[src/rtl/seg_pkg.sv]
// Shared constants for the seven-segment scan decoder: segment bit positions,
// legal lit patterns (gfedcba) and the sampling FSM state type.
package seg_pkg;

  localparam int unsigned SEG_A = 0;
  localparam int unsigned SEG_B = 1;
  localparam int unsigned SEG_C = 2;
  localparam int unsigned SEG_D = 3;
  localparam int unsigned SEG_E = 4;
  localparam int unsigned SEG_F = 5;
  localparam int unsigned SEG_G = 6;

  localparam logic [6:0] PAT_0     = 7'h3F;
  localparam logic [6:0] PAT_1     = 7'h06;
  localparam logic [6:0] PAT_2     = 7'h5B;
  localparam logic [6:0] PAT_3     = 7'h4F;
  localparam logic [6:0] PAT_4     = 7'h66;
  localparam logic [6:0] PAT_5     = 7'h6D;
  localparam logic [6:0] PAT_6     = 7'h7D;
  localparam logic [6:0] PAT_6_ALT = 7'h7C;
  localparam logic [6:0] PAT_7     = 7'h07;
  localparam logic [6:0] PAT_7_ALT = 7'h27;
  localparam logic [6:0] PAT_8     = 7'h7F;
  localparam logic [6:0] PAT_9     = 7'h6F;
  localparam logic [6:0] PAT_9_ALT = 7'h67;
  localparam logic [6:0] PAT_BLANK = 7'h00;

  localparam logic [3:0] BLANK_CODE = 4'hA;
  localparam logic [3:0] BAD_CODE   = 4'hF;

  typedef enum logic {
    StSettle,
    StHold
  } state_e;

endpackage

[src/rtl/seg7_pattern_decoder.sv]
// Combinational lit-segment pattern to BCD decode; illegal patterns yield BAD_CODE,
// an unlit digit yields BLANK_CODE.
module seg7_pattern_decoder
  import seg_pkg::*;
(
  input  logic [6:0] lit,
  output logic [3:0] digit,
  output logic       legal,
  output logic       blank
);

  always_comb begin
    digit = BAD_CODE;
    legal = 1'b1;
    blank = 1'b0;
    case (lit)
      PAT_0:                digit = 4'd0;
      PAT_1:                digit = 4'd1;
      PAT_2:                digit = 4'd2;
      PAT_3:                digit = 4'd3;
      PAT_4:                digit = 4'd4;
      PAT_5:                digit = 4'd5;
      PAT_6, PAT_6_ALT:     digit = 4'd6;
      PAT_7, PAT_7_ALT:     digit = 4'd7;
      PAT_8:                digit = 4'd8;
      PAT_9, PAT_9_ALT:     digit = 4'd9;
      PAT_BLANK: begin
        digit = BLANK_CODE;
        legal = 1'b0;
        blank = 1'b1;
      end
      default:              legal = 1'b0;
    endcase
  end

endmodule

[src/rtl/segment_scan_decoder.sv]
// Monitors multiplexed seven-segment pins, samples each settled anode/cathode pair
// once, and rebuilds the displayed digits with frame and error reporting.
module segment_scan_decoder
  import seg_pkg::*;
#(
  parameter int unsigned NUM_DIGITS    = 8,
  parameter int unsigned STABLE_CYCLES = 4
) (
  input  logic                    clk,
  input  logic                    rst_n,
  input  logic [6:0]              seg_n,
  input  logic [NUM_DIGITS-1:0]   an_n,
  output logic [4*NUM_DIGITS-1:0] digits,
  output logic [NUM_DIGITS-1:0]   digit_valid,
  output logic                    frame_done,
  output logic                    err_pattern,
  output logic                    err_an,
  output logic [2:0]              err_digit
);

  localparam int unsigned InW    = NUM_DIGITS + 7;
  localparam logic [7:0]  CntMax = 8'(STABLE_CYCLES - 1);

  logic [InW-1:0]          in_q;
  logic [7:0]              cnt_q, cnt_d;
  state_e                  state_q, state_d;
  logic                    changed, sample;

  logic [6:0]              lit;
  logic [NUM_DIGITS-1:0]   an_act;
  logic [3:0]              dec_digit;
  logic                    dec_legal, dec_blank;

  logic [4*NUM_DIGITS-1:0] digits_q, digits_d;
  logic [NUM_DIGITS-1:0]   valid_q, valid_d;
  logic [NUM_DIGITS-1:0]   seen_q, seen_d;
  logic                    frame_done_q, frame_done_d;
  logic                    err_pat_q, err_pat_d;
  logic                    err_an_q, err_an_d;
  logic [2:0]              err_digit_q, err_digit_d;

  assign changed = ({an_n, seg_n} != in_q);
  assign lit     = ~in_q[SEG_G:SEG_A];
  assign an_act  = ~in_q[InW-1:7];

  seg7_pattern_decoder u_dec (
    .lit   (lit),
    .digit (dec_digit),
    .legal (dec_legal),
    .blank (dec_blank)
  );

  always_comb begin
    cnt_d = cnt_q;
    if (changed) begin
      cnt_d = 8'd0;
    end else if (cnt_q < CntMax) begin
      cnt_d = cnt_q + 8'd1;
    end
  end

  // A change arriving on the sampling edge drops straight back to settling.
  always_comb begin
    state_d = state_q;
    sample  = 1'b0;
    case (state_q)
      StSettle: begin
        if (cnt_q == CntMax) begin
          sample  = 1'b1;
          state_d = changed ? StSettle : StHold;
        end
      end
      StHold: begin
        if (changed) state_d = StSettle;
      end
      default: state_d = StSettle;
    endcase
  end

  always_comb begin
    digits_d     = digits_q;
    valid_d      = valid_q;
    err_pat_d    = 1'b0;
    err_an_d     = 1'b0;
    err_digit_d  = err_digit_q;
    frame_done_d = &seen_q;
    // Clear first so a coincident sample counts toward the next frame.
    seen_d       = frame_done_d ? '0 : seen_q;
    if (sample && (an_act != '0)) begin
      if ($onehot(an_act)) begin
        for (int k = 0; k < NUM_DIGITS; k++) begin
          if (an_act[k]) begin
            seen_d[k]         = 1'b1;
            digits_d[4*k +: 4] = dec_digit;
            valid_d[k]        = dec_legal;
            if (!dec_legal && !dec_blank) begin
              err_pat_d   = 1'b1;
              err_digit_d = 3'(k);
            end
          end
        end
      end else begin
        err_an_d = 1'b1;
      end
    end
  end

  always_ff @(posedge clk or negedge rst_n) begin
    if (!rst_n) begin
      in_q         <= '1;
      cnt_q        <= 8'd0;
      state_q      <= StSettle;
      digits_q     <= '0;
      valid_q      <= '0;
      seen_q       <= '0;
      frame_done_q <= 1'b0;
      err_pat_q    <= 1'b0;
      err_an_q     <= 1'b0;
      err_digit_q  <= 3'd0;
    end else begin
      in_q         <= {an_n, seg_n};
      cnt_q        <= cnt_d;
      state_q      <= state_d;
      digits_q     <= digits_d;
      valid_q      <= valid_d;
      seen_q       <= seen_d;
      frame_done_q <= frame_done_d;
      err_pat_q    <= err_pat_d;
      err_an_q     <= err_an_d;
      err_digit_q  <= err_digit_d;
    end
  end

  assign digits      = digits_q;
  assign digit_valid = valid_q;
  assign frame_done  = frame_done_q;
  assign err_pattern = err_pat_q;
  assign err_an      = err_an_q;
  assign err_digit   = err_digit_q;

endmodule

[config.mk]
export PLATFORM = sky130hd
export DESIGN_NAME = segment_scan_decoder
export DESIGN_NICKNAME = d
export VERILOG_FILES = /design/src/rtl/seg_pkg.sv /design/src/rtl/seg7_pattern_decoder.sv /design/src/rtl/segment_scan_decoder.sv
export SDC_FILE = /design/constraint.sdc
export NUM_CORES = 1
export LEC_CHECK = 0
export BUFFER_PORTS_ARGS = -buffer_cell sky130_fd_sc_hd__buf_2
export CAP_MARGIN = 20
export CORE_ASPECT_RATIO = 1.1
export CORE_MARGIN = 2
export CORE_UTILIZATION = 56
export DETAILED_ROUTE_END_ITERATION = 10
export HOLD_SLACK_MARGIN = 0.06
export PLACE_DENSITY = 0.79
export RECOVER_POWER = 25
export SLEW_MARGIN = 10
export SYNTH_ARGS = -nofsm -noshare
export SYNTH_HDL_FRONTEND = slang
export SYNTH_HIERARCHICAL = 1
export SYNTH_SLANG_ARGS = --single-unit
[constraint.sdc]
create_clock -name clk -period 6.5 [get_ports clk]
set_clock_uncertainty 0.2 [all_clocks]
set_input_delay 1.3 -clock clk [delete_from_list [all_inputs] [get_ports clk]]
set_output_delay 1.3 -clock clk [all_outputs]
set_load 0.02 [all_outputs]
### Yosys cells after proc, flatten, opt, wreduce, memory -nomap -nowiden

Index checks and enable logic that the tools add are counted.
Widths: inputs -> output; s select.

| operators by class | value |
|---|---|
| reductions and logical operators | 21 |
| add/subtract/negate cells | 8 |
| equality and inequality tests | 16 |
| magnitude comparators | 1 |
| bitwise logic cells | 3 |
| mux-type cells | 61 |

Operator list:

| operator | count |
|---|---|
| $eq 7x7->1 const B | 9 |
| $mux 3 | 18 |
| $pmux 4 s11 | 1 |
| $mux 8 | 5 |
| $mux 1 | 36 |
| $reduce_and 3->1 | 8 |
| $ne 15x15->1 | 1 |
| $eq 7x3->1 const B | 2 |
| $eq 7x6->1 const B | 2 |
| $reduce_or 13->1 | 1 |
| $add 1x1->2 | 4 |
| $add 8x1->8 const B | 1 |
| $eq 8x2->1 const B | 1 |
| $lt 8x2->1 const B | 1 |
| $not 8->8 | 1 |
| $reduce_and 8->1 | 1 |
| $reduce_bool 8->1 | 1 |
| $logic_not 7->1 | 1 |
| $not 7->7 | 1 |
| $add 2x2->3 | 2 |
| $reduce_or 2->1 | 3 |
| $add 3x3->4 | 1 |
| $eq 4x1->1 const B | 1 |
| $logic_and 1x1->1 | 2 |
| other kinds (5) | 6 |

| storage, ports and cells | value |
|---|---|
| flip-flop bits (word level) | 78 |
| input bits | 17 |
| logic and storage cells | 134 |

### Logic depth before layout (Yosys ltp)

| logic depth | value |
|---|---|
| depth in word-level cells | 26 |
| gate-level depth with buffers | 11 |
| gate-level depth less buffers | 10 |

### Modules after synthesis

The synthesis kept the hierarchy.

By module, submodules not included:

| module | area each (µm²) | sequential area each (µm²) | cells an instance | instances |
|---|---|---|---|---|
| segment_scan_decoder | 3579.7 | 1970.6 | 242 | 1 |
| seg7_pattern_decoder | 325.3 | 0.0 | 46 | 1 |

### Worst setup path before layout

OpenSTA, ideal clock, no wires.

| timing path | value |
|---|---|
| path kind | register to register |
| start | register in_q[7] |
| end | register valid_q[6] (netlist: digit_valid[6]) |
| data required time | 6.175 ns |
| library setup time | 0.125 ns |
| cell stages (with the launch flop) | 12 |
| setup slack | 1.946 ns |
| period minus slack after synthesis | 4.554 ns |
| data arrival time | 4.229 ns |
| cells stage by stage | dfstp_2 inv_1 fa_1 fa_1 fa_1 ha_1 fa_1 and3b_1 a41oi_4 buf_6 nor4_4 mux2_4 |

| on the way | value |
|---|---|
| word-level cells in the longest chain between the ends | 6 |

RTL lines:

| element | RTL line | source |
|---|---|---|
| start: declaration | segment_scan_decoder.sv:24 | `logic [InW-1:0] in_q;` |
| start signal: assignment | segment_scan_decoder.sv:121 | `in_q <= {an_n, seg_n};` |
| $not 8->8 * | segment_scan_decoder.sv:44 | `assign an_act = ~in_q[InW-1:7];` |
| $add 1x1->2 (not written as such) | segment_scan_decoder.sv:90 | `if ($onehot(an_act)) begin` |
| $add 2x2->3 (not written as such) | segment_scan_decoder.sv:90 |  |
| $add 3x3->4 (not written as such) | segment_scan_decoder.sv:90 |  |
| $eq 4x1->1 | segment_scan_decoder.sv:90 |  |
| $reduce_and 3->1 (no source line) * | -- |  |
| end signal: assignment | segment_scan_decoder.sv:125 | `valid_q <= valid_d;` |
| end: declaration | segment_scan_decoder.sv:35 | `logic [NUM_DIGITS-1:0] valid_q, valid_d;` |

Every way passes the cells marked *; elsewhere a longest branch is shown, timed or not.
A chain may end at the register's enable or synchronous reset.

### Final worst setup path

| timing path | value |
|---|---|
| start | register in_q[7] |
| end | register digits_q[16] (netlist: digits[16]) |

| on the way | value |
|---|---|
| word-level cells in the longest chain between the ends | 6 |

RTL lines:

| element | RTL line | source |
|---|---|---|
| $not 8->8 * | segment_scan_decoder.sv:44 |  |
| $add 1x1->2 (not written as such) | segment_scan_decoder.sv:90 |  |
| $add 2x2->3 (not written as such) | segment_scan_decoder.sv:90 |  |
| $add 3x3->4 (not written as such) | segment_scan_decoder.sv:90 |  |
| $eq 4x1->1 | segment_scan_decoder.sv:90 |  |
| $reduce_and 3->1 (no source line) * | -- |  |
| end signal: assignment | segment_scan_decoder.sv:124 | `digits_q <= digits_d;` |
| end: declaration | segment_scan_decoder.sv:34 | `logic [4*NUM_DIGITS-1:0] digits_q, digits_d;` |

Marked as above.

==> results.md <==
- Area after DPL: 4244 um2
- Post-CTS sizing: 0
- Reg-to-Reg Start: in_q[7]
- CTS root buffer: clkbuf_8
- Post-layout minimum cycle time: 4922 ps
- CTS buffer count: 9
- Avg Inst Size Synth: 13.56 um2
- Vias in the first global route: 2520
- Die area: 7658 um2
- Status: complete, but fails checks
- Failing checks: capacitance limit, slew limit
- Register area share after synthesis: 50.46%
- Setup Buffers After CTS: 0
- First-pass GRT wire length: 12920 um
- Worst Path Max Fanout: 13
- Ys async rst share: 100.0%
- Htree depth: 3
- RSZ-0062 raised after global routing: no
- Post-synth EDFFs: 0
- Total iterations of the first detailed-routing run: 4
- Pre-CTS setup slack: 1564 ps
- Register bit total from synthesis: 78
- Worst endpoint required time: 6540 ps
- Die Ht: 91.58 um
- I/O Pins: 63
- Final hold violation count: 0
- Vias per Instance: 5.649
- GRT Residual Overflow: 0
- Diode count: 0
- Hold path cells: 1
- Final instance area: 4407 um2
- Clock Pin Slew Worst Setup and Hold Paths: 80 ps
- CP Class: register to register
- Least-Margin Pin Slew: 3948 ps
- Mapped Area: 3905 um2
- Mapped Nets: 314
- Reg-to-reg endpoint: digits[16]
- Row cnt: 31
- Ys Warns: 6
- Synth Flop Type: dfrtp_1
- Design Power: 0.9488 mW
- GRT Util Overall: 21.23%
- Wire per inst: 17.10 um
- Hpwl dp: 5340 um
- Total Wirelength: 7508 um
- # fillers: 511
- Core ar.: 6671 um2
- Worst hold start: seen_q[0]
- Finish-stage setup viols: 0
- Iteration-0 DRC Markers: 173
- TritonCTS clock tree: yes
- CTS Sinks: 78
- Synth cell types: 57
- Drt drc: 0
- Buffers on Ports: 62
- Starting Density: 58.53%
- Yosys top cell by area: dfrtp_1
- Layout cells sized above 1: 37.54%
- Max-cap violations: 1
- Final sum of negative setup slack: 0 ps
- Max VDD drop: 0.1502 mV
- Most frequent cells after synthesis: dfrtp_1, inv_1, mux2_4, dfstp_2, xor2_1
- Largest cells by area after synthesis: dfrtp_1, dfstp_2, mux2_4, nor4_4, mux2_2
- GPL Wtd Cong: 0.7995
- Worst Reg-to-Reg Cells: 10
- Power Dens Cells: 215.3 nW/um2
- Largest net degree at the start of global routing: 79
- CP Capture Type: register
- Reg2reg setup slack: 1580 ps
- Leakage power: 2.187 nW
- Post-route clock period utilization: 75.73%
- Post-route ant nets: 0
- Normalized max-slew margin: -163.2%
- Min-delay worst type: register to register
- Startpoint Class: register
- Setup ws final: 1578 ps
- CTS Buffer Depth: 2
- Chip Width: 83.62 um
- Synth Instances: 288
- Worst-Skew Late Latency: 350 ps
- DR vias: 2480
- Max-slew violations: 79
- Post-CTS Hold Fix Bufs: 0
- CP arrival: 4960 ps
- Post-synth top area share: 40.37%
- F_max: 203.2 MHz
- Final net count: 378
- P&R area growth vs syn: 12.85%
- Initial antenna violation count: 0
- Most frequent cell after synthesis: dfrtp_1
- Hold-critical path endpoint: seen_q[0]
==> critical path: stages (launching register included) <==
cell and delay, ps:
dfstp_2 610, inv_1 90, fa_1 570, fa_1 440, fa_1 440, ha_1 210, fa_1 490, and3b_1 290
a41oi_4 360, nor4_4 740, mux2_4 350
==> through the flow <==
stage	cells	hold slack (ps)	utilization (%)
floorplan	288	249.4	-
global placement	422	258.7	63.62
detailed placement	422	266.2	63.62
CTS	438	285.3	66.32
global route	439	302.5	66.05
finish	439	279.1	66.05
==> where the power goes <==
| part | switching [mW] | internal (mW) |
|---|---|---|
| combinational | 0.0719 | 0.0408 |
| sequential | 0.00760 | 0.494 |
| clock | 0.192 | 0.143 |
| total | 0.271 | 0.678 |
==> layout make-up <==
cell class	count	area, um2	area share [%]
clock buffer	9	123.9	2.811
clock inverter	7	56.30	1.278
inverter	25	93.84	2.129
multi-input combinational	174	1759	39.92
sequential	78	1971	44.72
tap	82	102.6	2.328
timing repair buffer	64	300.3	6.814
==> state kept, by name, indices dropped and copies added, names as in the netlist <==
name         count
cnt_q            8
digit_valid      8
digits          32
err_an           1
err_digit        3
err_pattern      1
frame_done       1
in_q            15
seen_q           8
state_q          1
==> metal layers <==
layer / share of wire [%] / GRT usage (%) / vias to the layer above
met5: 0 / 0 / -
met4: 1.7 / 9.005 / 0
met3: 5.2 / 3.455 / 12
met2: 47 / 32.20 / 81
met1: 46 / 30.39 / 1220
li1: - / - / 1167
==> cells by family after synthesis <==
group	Yosys count	share of synthesized area [%]
AOI/OAI and AO/OA	39	8.491
xor gates and xnor gates	16	3.588
adders and majority gates	9	3.653
buffers and inverters	36	4.486
DFF	78	50.46
muxes	43	14.71
and+or+nand+nor	67	14.61
==> worst max-delay path by stage <==
stage,start,end,slack (ps),depth (start not counted)
finish,in_q[7],digits[16],1580,10
global route,rst_n,state_q,690,2
CTS,in_q[7],digits[16],1560,10
detailed placement,in_q[7],digits[16],1560,10
global placement,in_q[7],digits[18],1670,10
floorplan,in_q[7],digit_valid[6],1950,11
==> placed cells by master, fill, tap and decap left out, types with 2 or more instances in the layout <==
master / n
nor4_1: 4
mux2_4: 25
mux2_2: 11
dfstp_2: 15
a211o_1: 2
inv_6: 2
nand2b_1: 2
a21oi_1: 3
nand2_1: 10
nor2b_1: 3
clkbuf_8: 9
clkinvlp_4: 3
a21o_1: 8
or3_1: 2
inv_1: 25
nor3b_1: 2
mux2_1: 4
dfrtp_1: 63
nand3_1: 4
clkbuf_1: 16
buf_2: 48
nor4_4: 9
nor3_1: 9
o41ai_1: 5
mux2i_1: 3
o21ai_0: 3
nand4_1: 6
o32ai_1: 2
xnor2_1: 4
o31ai_1: 4
xor2_1: 12
ha_1: 5
nor2_1: 3
a31oi_1: 2
fa_1: 4
(Power assumes the default switching activity.)
